$ cat src/rtl/fc_seq_ctrl_if.sv
// Bus between the conv-side controller and the FC sequencer: the conv_done
// handshake plus the SRAM address and accumulator control outputs.
interface fc_seq_ctrl_if #(
  parameter int ADDR_W = 16
);
  logic              conv_done;
  logic              mem_sel;
  logic              src_bank;
  logic              rd_en;
  logic [ADDR_W-1:0] act_addr;
  logic [ADDR_W-1:0] wgt_addr;
  logic              acc_en;
  logic              acc_first;
  logic              out_valid;
  logic [9:0]        out_idx;
  logic              layer;
  logic              fc_busy;
  logic              fc_done;
  logic              overrun;

  modport master (
    output conv_done, mem_sel,
    input  src_bank, rd_en, act_addr, wgt_addr, acc_en, acc_first,
           out_valid, out_idx, layer, fc_busy, fc_done, overrun
  );

  modport slave (
    input  conv_done, mem_sel,
    output src_bank, rd_en, act_addr, wgt_addr, acc_en, acc_first,
           out_valid, out_idx, layer, fc_busy, fc_done, overrun
  );
endinterface

$ cat src/rtl/fc_seq_ctrl.sv
// FC1/FC2 read sequencer for the ping-pong activation banks: walks the bank
// written by the conv side, drives SRAM addresses and accumulator controls.
module fc_seq_ctrl #(
  parameter int FC1_IN_WORDS = 50,
  parameter int FC1_OUT      = 500,
  parameter int FC2_IN_WORDS = 32,
  parameter int FC2_OUT      = 10,
  parameter int FC2_ACT_BASE = 64,
  parameter int ADDR_W       = 16
) (
  input logic          clk,
  input logic          srstn,
  fc_seq_ctrl_if.slave bus
);
  localparam logic [ADDR_W-1:0] FC1_IN_LAST = ADDR_W'(FC1_IN_WORDS - 1);
  localparam logic [ADDR_W-1:0] FC2_IN_LAST = ADDR_W'(FC2_IN_WORDS - 1);
  localparam logic [ADDR_W-1:0] ACT_BASE    = ADDR_W'(FC2_ACT_BASE);
  localparam logic [9:0]        FC1_N_LAST  = 10'(FC1_OUT - 1);
  localparam logic [9:0]        FC2_N_LAST  = 10'(FC2_OUT - 1);

  typedef enum logic [2:0] {IDLE, FC1, DRAIN1, FC2, DRAIN2, DONE} state_e;

  state_e            state_q, state_d;
  logic [ADDR_W-1:0] in_q, in_d, wgt_q, wgt_d;
  logic [9:0]        neu_q, neu_d;
  logic              drn_q, drn_d;
  logic              bank_q, bank_d, pend_q, pend_d, pbank_q, pbank_d;
  logic              ovr_q, ovr_d;
  // read-latency pipe: stage 1 feeds the accumulator, stage 2 flags results
  logic              acc_en_q, acc_first_q, vl1_q, lay1_q;
  logic [9:0]        idx1_q;
  logic              out_valid_q, layer_q;
  logic [9:0]        out_idx_q;

  logic rd, in_fc2, in_last, neu_last;

  always_comb begin
    state_d  = state_q;
    in_d     = in_q;
    wgt_d    = wgt_q;
    neu_d    = neu_q;
    drn_d    = 1'b0;
    bank_d   = bank_q;
    pend_d   = pend_q;
    pbank_d  = pbank_q;
    ovr_d    = ovr_q;
    in_fc2   = (state_q == FC2);
    rd       = (state_q == FC1) || in_fc2;
    in_last  = in_fc2 ? (in_q == FC2_IN_LAST) : (in_q == FC1_IN_LAST);
    neu_last = in_fc2 ? (neu_q == FC2_N_LAST) : (neu_q == FC1_N_LAST);

    case (state_q)
      IDLE: begin
        if (bus.conv_done || pend_q) begin
          state_d = FC1;
          in_d    = '0;
          neu_d   = '0;
          wgt_d   = '0;
          if (bus.conv_done) begin
            bank_d = bus.mem_sel;
          end else begin
            bank_d = pbank_q;
            pend_d = 1'b0;
          end
        end
      end
      FC1, FC2: begin
        wgt_d = wgt_q + 1'b1;
        if (in_last) begin
          in_d = '0;
          if (neu_last) begin
            neu_d   = '0;
            state_d = in_fc2 ? DRAIN2 : DRAIN1;
          end else begin
            neu_d = neu_q + 1'b1;
          end
        end else begin
          in_d = in_q + 1'b1;
        end
      end
      DRAIN1, DRAIN2: begin
        drn_d = ~drn_q;
        if (drn_q) state_d = (state_q == DRAIN1) ? FC2 : DONE;
      end
      DONE:    state_d = IDLE;
      default: state_d = IDLE;
    endcase

    // One early frame is queued; a second one while queued is only flagged.
    if (bus.conv_done && state_q != IDLE) begin
      if (!pend_q) begin
        pend_d  = 1'b1;
        pbank_d = bus.mem_sel;
      end else begin
        ovr_d = 1'b1;
      end
    end
  end

  always_ff @(posedge clk) begin
    if (!srstn) begin
      state_q     <= IDLE;
      in_q        <= '0;
      wgt_q       <= '0;
      neu_q       <= '0;
      drn_q       <= 1'b0;
      bank_q      <= 1'b0;
      pend_q      <= 1'b0;
      pbank_q     <= 1'b0;
      ovr_q       <= 1'b0;
      acc_en_q    <= 1'b0;
      acc_first_q <= 1'b0;
      vl1_q       <= 1'b0;
      lay1_q      <= 1'b0;
      idx1_q      <= '0;
      out_valid_q <= 1'b0;
      layer_q     <= 1'b0;
      out_idx_q   <= '0;
    end else begin
      state_q     <= state_d;
      in_q        <= in_d;
      wgt_q       <= wgt_d;
      neu_q       <= neu_d;
      drn_q       <= drn_d;
      bank_q      <= bank_d;
      pend_q      <= pend_d;
      pbank_q     <= pbank_d;
      ovr_q       <= ovr_d;
      acc_en_q    <= rd;
      acc_first_q <= rd && (in_q == '0);
      vl1_q       <= rd && in_last;
      lay1_q      <= in_fc2;
      idx1_q      <= neu_q;
      out_valid_q <= vl1_q;
      layer_q     <= lay1_q;
      out_idx_q   <= idx1_q;
    end
  end

  assign bus.src_bank  = bank_q;
  assign bus.rd_en     = rd;
  assign bus.act_addr  = rd ? (in_fc2 ? ACT_BASE + in_q : in_q) : '0;
  assign bus.wgt_addr  = wgt_q;
  assign bus.acc_en    = acc_en_q;
  assign bus.acc_first = acc_first_q;
  assign bus.out_valid = out_valid_q;
  assign bus.out_idx   = out_idx_q;
  assign bus.layer     = layer_q;
  assign bus.fc_busy   = (state_q != IDLE);
  assign bus.fc_done   = (state_q == DONE);
  assign bus.overrun   = ovr_q;
endmodule

$ cat src/flat_wrapper.sv
// flat-port wrapper written by rule: the top's interface ports become plain ports
module fc_seq_ctrl_flat 
#(
  parameter int FC1_IN_WORDS = 50,
  parameter int FC1_OUT      = 500,
  parameter int FC2_IN_WORDS = 32,
  parameter int FC2_OUT      = 10,
  parameter int FC2_ACT_BASE = 64,
  parameter int ADDR_W       = 16
)
  (clk, srstn, bus_conv_done, bus_mem_sel, bus_src_bank, bus_rd_en, bus_act_addr, bus_wgt_addr, bus_acc_en, bus_acc_first, bus_out_valid, bus_out_idx, bus_layer, bus_fc_busy, bus_fc_done, bus_overrun);
  fc_seq_ctrl_if #(.ADDR_W(ADDR_W)) bus_i ();
  input logic clk;
  input logic srstn;
  input wire logic [$bits(bus_i.conv_done)-1:0] bus_conv_done;
  input wire logic [$bits(bus_i.mem_sel)-1:0] bus_mem_sel;
  output wire logic [$bits(bus_i.src_bank)-1:0] bus_src_bank;
  output wire logic [$bits(bus_i.rd_en)-1:0] bus_rd_en;
  output wire logic [$bits(bus_i.act_addr)-1:0] bus_act_addr;
  output wire logic [$bits(bus_i.wgt_addr)-1:0] bus_wgt_addr;
  output wire logic [$bits(bus_i.acc_en)-1:0] bus_acc_en;
  output wire logic [$bits(bus_i.acc_first)-1:0] bus_acc_first;
  output wire logic [$bits(bus_i.out_valid)-1:0] bus_out_valid;
  output wire logic [$bits(bus_i.out_idx)-1:0] bus_out_idx;
  output wire logic [$bits(bus_i.layer)-1:0] bus_layer;
  output wire logic [$bits(bus_i.fc_busy)-1:0] bus_fc_busy;
  output wire logic [$bits(bus_i.fc_done)-1:0] bus_fc_done;
  output wire logic [$bits(bus_i.overrun)-1:0] bus_overrun;
  assign bus_i.conv_done = bus_conv_done;
  assign bus_i.mem_sel = bus_mem_sel;
  assign bus_src_bank = bus_i.src_bank;
  assign bus_rd_en = bus_i.rd_en;
  assign bus_act_addr = bus_i.act_addr;
  assign bus_wgt_addr = bus_i.wgt_addr;
  assign bus_acc_en = bus_i.acc_en;
  assign bus_acc_first = bus_i.acc_first;
  assign bus_out_valid = bus_i.out_valid;
  assign bus_out_idx = bus_i.out_idx;
  assign bus_layer = bus_i.layer;
  assign bus_fc_busy = bus_i.fc_busy;
  assign bus_fc_done = bus_i.fc_done;
  assign bus_overrun = bus_i.overrun;
  fc_seq_ctrl #(.FC1_IN_WORDS(FC1_IN_WORDS), .FC1_OUT(FC1_OUT), .FC2_IN_WORDS(FC2_IN_WORDS), .FC2_OUT(FC2_OUT), .FC2_ACT_BASE(FC2_ACT_BASE), .ADDR_W(ADDR_W)) u_core (.clk(clk), .srstn(srstn), .bus(bus_i));
endmodule
$ cat config.mk
export PLATFORM = sky130hd
export DESIGN_NAME = fc_seq_ctrl_flat
export DESIGN_NICKNAME = d
export VERILOG_FILES = /design/src/rtl/fc_seq_ctrl_if.sv /design/src/rtl/fc_seq_ctrl.sv /design/src/flat_wrapper.sv
export SDC_FILE = /design/constraint.sdc
export NUM_CORES = 1
export LEC_CHECK = 0
export ABC_AREA = 1
export CELL_PAD_IN_SITES_DETAIL_PLACEMENT = 2
export CELL_PAD_IN_SITES_GLOBAL_PLACEMENT = 2
export CORE_MARGIN = 1.5
export CORE_UTILIZATION = 33
export CTS_BUF_LIST = sky130_fd_sc_hd__clkbuf_8 sky130_fd_sc_hd__clkbuf_16
export CTS_CLUSTER_SIZE = 25
export DETAILED_ROUTE_END_ITERATION = 12
export GPL_TIMING_DRIVEN = 0
export PLACE_DENSITY_LB_ADDON = 0.1
export SYNTH_ARGS = -nofsm -noshare
export SYNTH_HDL_FRONTEND = slang
export SYNTH_SLANG_ARGS = --single-unit
export TNS_END_PERCENT = 1
$ cat constraint.sdc
create_clock -name clk -period 4.82 [get_ports clk]
set_input_delay 0.964 -clock clk [delete_from_list [all_inputs] [get_ports clk]]
set_output_delay 0.964 -clock clk [all_outputs]
set_load 0.005 [all_outputs]
# After elaboration in Yosys (flattened, before gate mapping)
# Index checks and enable logic that the tools add are counted.
op_classes:
  add_sub_neg: 4
  eq_ne: 13
  muxes: 25
  bitwise: 2
  n_reduce_logical: 18
ops:
  columns: ["op", "count"]
  rows:
  - ["2-to-1 mux 16 bit", 4]
  - ["one-hot mux 16 bit (2 select lines)", 2]
  - ["adder 16 x 1 -> 16 bit, second input constant", 2]
  - ["2-to-1 mux 10 bit", 3]
  - ["one-hot mux 10 bit (2 select lines)", 1]
  - ["2-to-1 mux 3 bit", 6]
  - ["adder 7 x 16 -> 16 bit, first input constant", 1]
  - ["== test 16 x 5 -> 1 bit, second input constant", 1]
  - ["== test 16 x 6 -> 1 bit, second input constant", 1]
  - ["logical NOT 16 bit", 1]
  - ["adder 10 x 1 -> 10 bit, second input constant", 1]
  - ["== test 10 x 4 -> 1 bit, second input constant", 1]
  - ["== test 10 x 9 -> 1 bit, second input constant", 1]
  - ["AND reduction 2 bit", 5]
  - ["one-hot mux 3 bit (3 select lines)", 1]
  - ["2-to-1 mux 1 bit", 8]
  - ["!= test 2 x 1 -> 1 bit, second input constant", 4]
  - ["== test 3 x 2 -> 1 bit, second input constant", 2]
  - ["== test 3 bit, second input constant", 2]
  - ["AND reduction 4 bit", 1]
  - ["OR reduction 2 bit", 2]
  - ["== test 3 x 1 -> 1 bit, second input constant", 1]
  - ["logical AND 1 bit", 3]
  - ["logical NOT 3 bit", 1]
  - ["other kinds (5)", 7]
word_totals:
  regBits: 76
  inputBits: 4
  out_inout_bits: 51
  word_cells: 79

# Logic depth before layout (Yosys ltp)
depth:
  depth_word: 5
  mapped_depth: 11
  mapped_depth_nobuf: 11

# Worst setup path after synthesis
# No wires, ideal clock.
synth_path:
  path_type: "register to output"
  from: "reg u_core.state_q[2]"
  to: "out bus_act_addr[15]"
  arrival_ps: 1312
  path_slack_ps: 2544
  stages_incl_launch_ff: 9
  path_buffers: 0
  path_cell_list: "dfxtp_1 -> inv_2 -> nand3_4 -> nor2_1 -> nand3_1 -> nor2_1 -> nand2_1 -> xor2_1 -> nor2_1"
synth_between:
  elab_chain_len: 3
  word_cells_on_any_way: 5
  classes_between: "eq/ne (2); mux (2); reduce/logical (1)"
synth_rtl:
  columns: ["element", "line_no", "source"]
  rows:
  - ["start, declared", "fc_seq_ctrl.sv:23", "state_e state_q, state_d;"]
  - ["start signal, assigned", "fc_seq_ctrl.sv:120", "state_q <= state_d;"]
  - ["== test 3 x 2 -> 1 bit or == test 3 x 1 -> 1 bit (tied branches)", "fc_seq_ctrl.sv:47, fc_seq_ctrl.sv:48", null]
  - ["2-to-1 mux 16 bit or logical OR 1 bit (tied branches)", "fc_seq_ctrl.sv:142, fc_seq_ctrl.sv:48", null]
  - ["2-to-1 mux 16 bit (*)", "fc_seq_ctrl.sv:142", "assign bus.act_addr = rd ? (in_fc2 ? ACT_BASE + in_q : in_q) : '0;"]
  - ["end, declared", "flat_wrapper.sv:19", "output wire logic [$bits(bus_i.act_addr)-1:0] bus_act_addr;"]
# Every way passes the cells marked *; elsewhere a longest branch is shown, timed or not.

# Final worst setup path
layout_path:
  from: "reg u_core.in_q[9]"
  to: "out bus_act_addr[14]"
layout_between:
  elab_chain_len: 3
layout_rtl:
  columns: ["element", "line_no", "source"]
  rows:
  - ["start, declared", "fc_seq_ctrl.sv:24", "logic [ADDR_W-1:0] in_q, in_d, wgt_q, wgt_d;"]
  - ["start signal, assigned", "fc_seq_ctrl.sv:121", "in_q <= in_d;"]
  - ["adder 7 x 16 -> 16 bit", "fc_seq_ctrl.sv:142", null]
  - ["2-to-1 mux 16 bit (2 in series)", "fc_seq_ctrl.sv:142", null]
# Every way passes these cells.

==> impl_metrics.env <==
export IMPL_status="completed"
export IMPL_grt_max_degree=14
export IMPL_async_flop_share_pct=0
export IMPL_netlist_instances=529
export IMPL_ys_types=37
export IMPL_ys_flop_type="dfxtp_1"
export IMPL_io_buffers=53
export IMPL_post_cts_resized=0
export IMPL_period_share_pct=74.38
export IMPL_synth_top_family_by_area="simple AND/OR/NAND/NOR gates"
export IMPL_fin_tns_setup_ns=0
export IMPL_p_leak_nw=1.981
export IMPL_postCtsHoldBufs=0
export IMPL_nNetsFinal=603
export IMPL_antenna_found_initial=0
export IMPL_detail_route_antenna_nets=0
export IMPL_fp_dieH_um=109.7
export IMPL_yosys_area_share_simple_pct=36.70
export IMPL_hold_viol_final=0
export IMPL_synth_compound_area_share_pct=7.933
export IMPL_h_tree_depth=3
export IMPL_required_ns=3.86
export IMPL_synth_fa_ha_area_share_pct=2.000
export IMPL_p_int_w=0.001333
export IMPL_syn_area_per_cell_sq_um=7.096
export IMPL_synth_fp_nets=539
export IMPL_swShare_pct=36.68
export IMPL_grt_usage_pct=23.13
export IMPL_start_kind="flip-flop"
export IMPL_synth_edf_count=0
export IMPL_wl_um=12510
export IMPL_synth_largest_area_cell="dfxtp_1"
export IMPL_num_io_pins=55
export IMPL_drt_first_pass_iters=4
export IMPL_cts_tree="done"
export IMPL_drv_slew=0
export IMPL_diodes=0
export IMPL_worstPathMaxFanout=7
export IMPL_slew_headroom_pct=55.56
export IMPL_via_per_inst=5.019
export IMPL_place_congestion=0.8171
export IMPL_drive_gt1_share_pct=10.20
export IMPL_cp_arrival_ns=2.62
export IMPL_endpoint_kind="output pin"
export IMPL_cts_root_buf="clkbuf_16"
export IMPL_clock_skew_ns=0.005540
export IMPL_post_route_util_pct=43.56
export IMPL_wl_per_cell_um=16.95
export IMPL_max_vdd_ir_drop_mv=0.1868
export IMPL_fmax_mhz=278.9
export IMPL_clkTransAtPathRegs_ns=0.06
export IMPL_die_area_sq_um=12020
export IMPL_die_x_um=109.7
export IMPL_cap_violations=0
export IMPL_cts_setup_buffers=0
export IMPL_ys_ff_latch=76
export IMPL_clkLatencyLatePin_ns=0.35
export IMPL_synth_xor_area_share_pct=2.333
export IMPL_dpl_hpwl_um=9232
export IMPL_power_frac_comb_pct=30.0
export IMPL_tightest_slew_ns=0.6667
export IMPL_yosys_area_top_type_share_pct=40.53
export IMPL_rsz0062_at_grt="no"
export IMPL_clock_sinks=76
export IMPL_cts_max_path_buffers=2
export IMPL_setup_ws_ns=1.235
export IMPL_finalHoldWorstSlack_ns=0.4181
export IMPL_power_density_nw_per_um2=439.9
export IMPL_hp_class="flip-flop to flip-flop"
export IMPL_remaining_drc_errors=0
export IMPL_ys_seq_area_share_pct=40.53
export IMPL_dr_total_vias=3704
export IMPL_syn_area_sq_um=3754
export IMPL_grt_pass1_vias=4112
export IMPL_rows=38
export IMPL_numCtsBuffers=9
export IMPL_critical_path_class="flip-flop to output pin"
export IMPL_setup_viol=0
export IMPL_synthTopCellsByArea="dfxtp_1, nand2_1, inv_1"
export IMPL_start_util_pct=34.18
export IMPL_seq_power_share_pct=34.6
export IMPL_overflow=0
export IMPL_period_needed_ns=3.585
export IMPL_grt_pass1_wl_um=20950
export IMPL_synth_warnings=0
export IMPL_core_area_sq_um=10980
export IMPL_p_clk_share_pct=35.4
export IMPL_muxShareOfSynthArea_pct=0
export IMPL_syn_to_final_growth_pct=27.47
export IMPL_pre_cts_slack_ns=1.668
export IMPL_drtIter0Drc=108
export IMPL_p_sw_w=0.0007721
-- path summary, 6_finish.rpt --
path	start	to	slack (ns)	cells past startpoint
max reg2reg	u_core.in_q[6]	u_core.neu_q[5]	2.79	11
min reg2reg	u_core.idx1_q[8]	u_core.bus.out_idx[8]	0.42	2
min	u_core.idx1_q[8]	u_core.bus.out_idx[8]	0.42	2
max	u_core.in_q[9]	bus_act_addr[14]	1.23	8
-- flip-flops by register name, indices dropped and copies added (netlist names), 3 cells and up --
register and flops:
u_core.in_q 16, u_core.idx1_q 10, u_core.neu_q 10, u_core.state_q 3
u_core.bus.out_idx 10, u_core.bus.wgt_addr 16
-- synthesized netlist by cell type, types with 5 or more instances --
cell,n
o21ai_0,15
nand3_2,5
inv_1,77
inv_2,5
nand3_1,30
ha_1,6
a31oi_1,5
xor2_1,10
nand2_1,111
a21oi_1,28
nor3_1,28
nand4_1,11
nor2_1,69
buf_2,6
dfxtp_1,76
nand2_2,5
nor3_2,6
-- through the flow --
stage	power [W]	std cells	instance area [sq um]
floorplan	0.001115	529	3754
global placement	0.001338	722	4459
detailed placement	0.001365	722	4459
CTS	0.002129	738	4785
global route	0.002220	738	4785
finish	0.002105	738	4785
-- metal layers --
layer | routed length (um) | global-route usage (%) | vias up | share of wire (%)
li1 | - | - | 1812 | -
met1 | 5609 | 27.74 | 1817 | 45
met2 | 6355 | 41.70 | 59 | 51
met3 | 347 | 3.734 | 16 | 2.8
met4 | 193 | 7.699 | 0 | 1.5
met5 | 0 | 0 | - | 0
-- critical path, cell delays in order, from the launching register on --
cell and delay (ns):
dfxtp_1 0.44, nand2_1 0.18, inv_1 0.16, nand4_1 0.19, nor3_1 0.35, nand2_1 0.15, o21ai_0 0.26, a21oi_1 0.10
clkdlybuf4s50_1 0.45
-- kinds of logic after synthesis --
group,after synthesis
compound gates,55
simple gates,286
xor+xnor,10
fa+ha+maj,6
buf+inv,96
flops,76
-- layout by cell type, fill, tap and decap left out, types with 9 or more instances in the layout --
cell type	synthesis	layout
a21oi_1	28	28
clkbuf_16	0	9
clkdlybuf4s50_1	0	53
dfxtp_1	76	76
inv_1	77	78
nand2_1	111	111
nand3_1	30	30
nand4_1	11	11
nor2_1	69	69
nor3_1	28	28
o21ai_0	15	15
xor2_1	10	10
-- area by class of cell --
type,count,area (sq um)
buffer,14,86.33
fill,1308,6198
clock buffer,10,239.0
inverter,82,307.8
sequential,76,1521
multi-input combinational,357,1838
timing repair buffer,53,530.5
tap,140,175.2
clock inverter,6,86.33
-- power by group through the flow --
stage | sequential (W) | combinational (W) | clock [W]
3_3_place_gp | 0.000738 | 0.000600 | 0
4_1_cts | 0.000729 | 0.000639 | 0.000761
5_1_grt | 0.000736 | 0.000698 | 0.000786
6_report | 0.000729 | 0.000631 | 0.000745
3_5_place_dp | 0.000741 | 0.000624 | 0
2_1_floorplan | 0.000727 | 0.000387 | 0
Power figures use the tool's default switching activity.
